$ cat config.mk
export PLATFORM = sky130hd
export DESIGN_NAME = shifter_left_sequencer
export DESIGN_NICKNAME = d
export VERILOG_FILES = /design/src/rtl/shifter_left_sequencer.sv
export SDC_FILE = /design/constraint.sdc
export NUM_CORES = 1
export LEC_CHECK = 0
export CELL_PAD_IN_SITES_DETAIL_PLACEMENT = 0
export CELL_PAD_IN_SITES_GLOBAL_PLACEMENT = 1
export CORE_ASPECT_RATIO = 0.5
export CORE_MARGIN = 2
export CORE_UTILIZATION = 36
export CTS_CLUSTER_SIZE = 30
export DETAILED_ROUTE_END_ITERATION = 8
export MAX_ROUTING_LAYER = met4
export PLACE_DENSITY = 0.94
export SKIP_LAST_GASP = 1
export SLEW_MARGIN = 20
export SYNTH_ARGS = -nofsm -noshare
export SYNTH_HDL_FRONTEND = slang
export SYNTH_SLANG_ARGS = --single-unit
export TNS_END_PERCENT = 10
$ cat constraint.sdc
create_clock -name clock -period 4.9 [get_ports clock]
set_input_delay 0.98 -clock clock [delete_from_list [all_inputs] [get_ports clock]]
set_output_delay 0.98 -clock clock [all_outputs]
set_load 0.01 [all_outputs]
$ cat src/rtl/shifter_left_sequencer.sv
// Multi-cycle left shifter: a request is shifted by STEP bits per cycle while
// enough distance remains, then by single bits, with a chosen pad bit filling vacated LSBs.
module shifter_left_sequencer #(
    parameter int WIDTH = 8,
    parameter int STEP = 4,
    localparam int AMOUNT_WIDTH = $clog2(WIDTH) + 1
) (
    input  logic                    clock,
    input  logic                    reset,
    input  logic                    in_valid,
    output logic                    in_ready,
    input  logic [WIDTH-1:0]        in_data,
    input  logic [AMOUNT_WIDTH-1:0] in_amount,
    input  logic                    in_pad,
    output logic                    out_valid,
    input  logic                    out_ready,
    output logic [WIDTH-1:0]        out_data,
    output logic                    busy
);

    typedef enum logic [1:0] {
        IDLE,
        BUSY,
        DONE
    } state_t;

    localparam logic [AMOUNT_WIDTH-1:0] STEP_AMT  = AMOUNT_WIDTH'(STEP);
    localparam logic [AMOUNT_WIDTH-1:0] WIDTH_AMT = AMOUNT_WIDTH'(WIDTH);
    localparam logic [AMOUNT_WIDTH-1:0] ONE_AMT   = AMOUNT_WIDTH'(1);

    state_t                  state_q, state_d;
    logic [WIDTH-1:0]        data_q, data_d;
    logic [AMOUNT_WIDTH-1:0] remaining_q, remaining_d;
    logic                    pad_q, pad_d;

    always_ff @(posedge clock) begin
        if (reset) begin
            state_q     <= IDLE;
            data_q      <= '0;
            remaining_q <= '0;
            pad_q       <= 1'b0;
        end else begin
            state_q     <= state_d;
            data_q      <= data_d;
            remaining_q <= remaining_d;
            pad_q       <= pad_d;
        end
    end

    // Zero and out-of-range amounts resolve at acceptance; the rest walk through BUSY.
    always_comb begin
        state_d     = state_q;
        data_d      = data_q;
        remaining_d = remaining_q;
        pad_d       = pad_q;

        case (state_q)
            IDLE: begin
                if (in_valid) begin
                    pad_d = in_pad;
                    if (in_amount == '0) begin
                        data_d      = in_data;
                        remaining_d = '0;
                        state_d     = DONE;
                    end else if (in_amount >= WIDTH_AMT) begin
                        data_d      = {WIDTH{in_pad}};
                        remaining_d = '0;
                        state_d     = DONE;
                    end else begin
                        data_d      = in_data;
                        remaining_d = in_amount;
                        state_d     = BUSY;
                    end
                end
            end

            BUSY: begin
                if (remaining_q == '0) begin
                    state_d = DONE;
                end else begin
                    if (remaining_q >= STEP_AMT) begin
                        data_d      = {data_q[WIDTH-STEP-1:0], {STEP{pad_q}}};
                        remaining_d = remaining_q - STEP_AMT;
                    end else begin
                        data_d      = {data_q[WIDTH-2:0], pad_q};
                        remaining_d = remaining_q - ONE_AMT;
                    end
                    if (remaining_d == '0) begin
                        state_d = DONE;
                    end
                end
            end

            DONE: begin
                if (out_ready) begin
                    state_d = IDLE;
                end
            end

            default: begin
                state_d = IDLE;
            end
        endcase
    end

    assign in_ready  = (state_q == IDLE);
    assign out_valid = (state_q == DONE);
    assign busy      = (state_q != IDLE);
    assign out_data  = data_q;

endmodule

==> flow_summary.yaml <==
critical_path:
  cp-startpoint: "state_q[1]$_SDFFE_PP0P_"
  start_kind: "register"
  arrival_ps: 1490
  endpoint: "busy"
  cp_max_fo: 10
  reg2reg_depth: 6
  critical_path_class: "register to output port"
  r2r-end: "state_q[1]$_SDFFE_PP0P_"
  endpoint_kind: "output port"
  r2r-start: "remaining_q[2]$_SDFFE_PP0P_"
  r2r_slack_ps: 2570
  cp.required_ps: 3920
clock_tree:
  clk-insertion-delay-late_ps: 250
  cts_inserted_buffers: 3
  root_buffer: "clkbuf_8"
  ctsHoldBuffers: 0
  cts_max_level: 1
  cts_sinks: 15
  cts_setup_buffers: 0
  ctsResizeCount: 0
  clk_pin_slew_ps: 60
  ctsLongestPathBuffers: 2
  cts_tree: "built"
place:
  gp_congestion: 0.8581
  place.port_buffers: 27
  dpl.hpwl_um: 1788
drt:
  routed-via-count: 1027
  drc: 0
  top_layer: "met4"
  routed_via_density: 5.405
  routedWlPerCell_um: 13.17
  wl_met2_um: 1126
  met3WireLength_um: 80
  drt-met1-wl_um: 1265
  drt_wl_total_um: 2503
  drtPass1Iterations: 4
  ant_nets: 0
  drtIter0Drc: 119
sta:
  setup_tns_ps: 0
  finalCritPeriodShare: 0.5038
  setup-violations-final: 0
  slew_violations: 0
  rsz0062_at_grt: "false"
  max_freq_ghz: 0.4051
  max_slew_margin: 0.5440
  worstMarginPinSlew_ps: 680.9
  hold_viol: 0
  finalCriticalPeriod_ps: 2469
  finClkSkew_ps: 2.597
cells_and_area:
  area_delta_synth_final_pct: 31.81
  nets: 174
  fillerInstances: 260
  drive_gt1_frac: 0.05882
  n_antenna_cell: 0
floorplan:
  initial_core_util: 0.3851
  die_area_um2: 3285
  num_rows: 13
  dieWidth_um: 79.08
  core_um2: 2635
  fp.dieH_um: 41.54
  io_pins: 28
power:
  pwr-share-comb: 0.582
  p_int_uw: 434.2
  seqPwrFrac: 0.281
  p_switching_uw: 334.3
  leakagePower_uw: 0.0005330
  power_uw: 768.5
  peakVddDrop_uv: 225.2
  powerDensity_nw_per_um2: 574.6
  switching_share: 0.4351
  pwr-share-clk: 0.137
synth:
  yosys_warnings: 0
  avgSynthCellArea_um2: 7.687
  yosysSeqAreaShare: 0.2959
  yosysTopAreaCellShare: 0.2959
  ys_ff_latch: 15
  synth_compound_area_frac: 0.2688
  synthTopCellsByArea: "dfxtp_1 30%, a211o_1 6.9%, nand2_1 6.7%"
  yosys-top-cells-count: "18 x nand2_1, 15 x dfxtp_1, 11 x nand3_1, 10 x a21oi_1, 8 x a211o_1"
  synth_adder_area_share: 0.03699
  synthXorXnorAreaFrac: 0.008631
  async_flop_share: 0
  synth-main-ff-cell: "dfxtp_1"
  synthSimpleGateAreaFrac: 0.2552
  synthMuxAreaShare: 0.06042
  synth_cell_types: 31
  synth_top_family_by_area: "compound AO/OA/AOI/OAI gates"
  yosysTopAreaCell: "dfxtp_1"
  synth_edf_count: 0
  post-synth-top-count-cell: "nand2_1"
  syn_area_um2: 1015
  synth_cells: 132
  syn_nets: 152
grt:
  grt_first_pass_wirelength_um: 4278
  grt-ovfl-total: 0
  grt_max_degree: 19
  antenna_found_initial: 0
  grt_pass1_vias: 922
  track_usage: 0.1701
hold_path:
  holdCritPathClass: "register to register"
outcome:
  status: "complete, no violations"
run:
  cap_viol_max_count: 0
worst min path at each step:
stage,slack [ps],endpoint,startpoint,cells after the start
after floorplan,480,remaining_q[3]$_SDFFE_PP0P_,remaining_q[3]$_SDFFE_PP0P_,2
after global placement,450,out_data[7]$_SDFFE_PP0P_,out_data[7]$_SDFFE_PP0P_,2
after detailed placement,450,out_data[7]$_SDFFE_PP0P_,out_data[7]$_SDFFE_PP0P_,2
after CTS,460,out_data[7]$_SDFFE_PP0P_,out_data[7]$_SDFFE_PP0P_,2
after global routing,480,out_data[7]$_SDFFE_PP0P_,out_data[7]$_SDFFE_PP0P_,2
final,460,out_data[7]$_SDFFE_PP0P_,out_data[7]$_SDFFE_PP0P_,2
metal layers:
metal | GRT usage | vias up
met5 | - | -
met4 | 0.05517 | 0
met3 | 0.04565 | 5
met2 | 0.2525 | 13
met1 | 0.2258 | 484
li1 | - | 525
through the flow:
stage / hold slack, ps / cell area, µm² / instances / utilization / setup WS (ps)
after floorplan: 480.1 / 1015 / 132 / - / 2968
after global placement: 448.0 / 1290 / 186 / 0.4896 / 2345
after detailed placement: 448.8 / 1292 / 186 / 0.4905 / 2319
after CTS: 457.9 / 1338 / 190 / 0.5076 / 2443
after global routing: 477.6 / 1338 / 190 / 0.5076 / 2334
final: 458.4 / 1338 / 190 / 0.5076 / 2431
layout by cell type (no fill, tap or decap), drive strengths merged, types with 2 or more instances in the layout:
| cell type | n |
|---|---|
| a211o | 8 |
| mux2i | 5 |
| or3 | 4 |
| nor3 | 4 |
| nor2b | 4 |
| clkdlybuf4s50 | 27 |
| a211oi | 4 |
| o211ai | 2 |
| a311oi | 3 |
| nor2 | 5 |
| clkbuf | 4 |
| dfxtp | 15 |
| inv | 7 |
| a21oi | 10 |
| nand2 | 18 |
| nand2b | 2 |
| o21ai | 4 |
| nand3 | 11 |
| and3 | 3 |
| a221oi | 2 |
| ha | 3 |
cell type report:
class                   instances  area, µm²  area share
repair buffers                 28      277.8      0.2077
well taps                      37      46.29     0.03461
clock buffers                   4      45.04     0.03368
inverters                       7      26.28     0.01964
multi-input cells              99      641.9      0.4799
flip-flops and latches         15      300.3      0.2245
kinds of logic (layout without fill, tap and decap cells):
family	count (synthesis)	count (layout)
flops	15	15
compound gates	36	36
mux	6	6
xor+xnor	1	1
fa+ha+maj	3	3
simple gates	53	53
buf+inv	18	39
sequential cells by signal, summed over array words and instances (netlist names):
| name | count |
|---|---|
| out_data | 8 |
| remaining_q | 4 |
| pad_q | 1 |
| state_q | 2 |
worst max-delay path: stages (launching register included):
cell	delay [ps]
dfxtp_1	490
nor2_1	130
inv_1	90
clkdlybuf4s50_1	530
power by group through the flow:
stage	combinational, µW	sequential (µW)	clock (µW)
final	447	216	105
after global routing	492	226	111
after CTS	447	215	107
after detailed placement	444	217	0
after global placement	441	216	0
after floorplan	316	205	0
(Power assumes the default switching activity.)
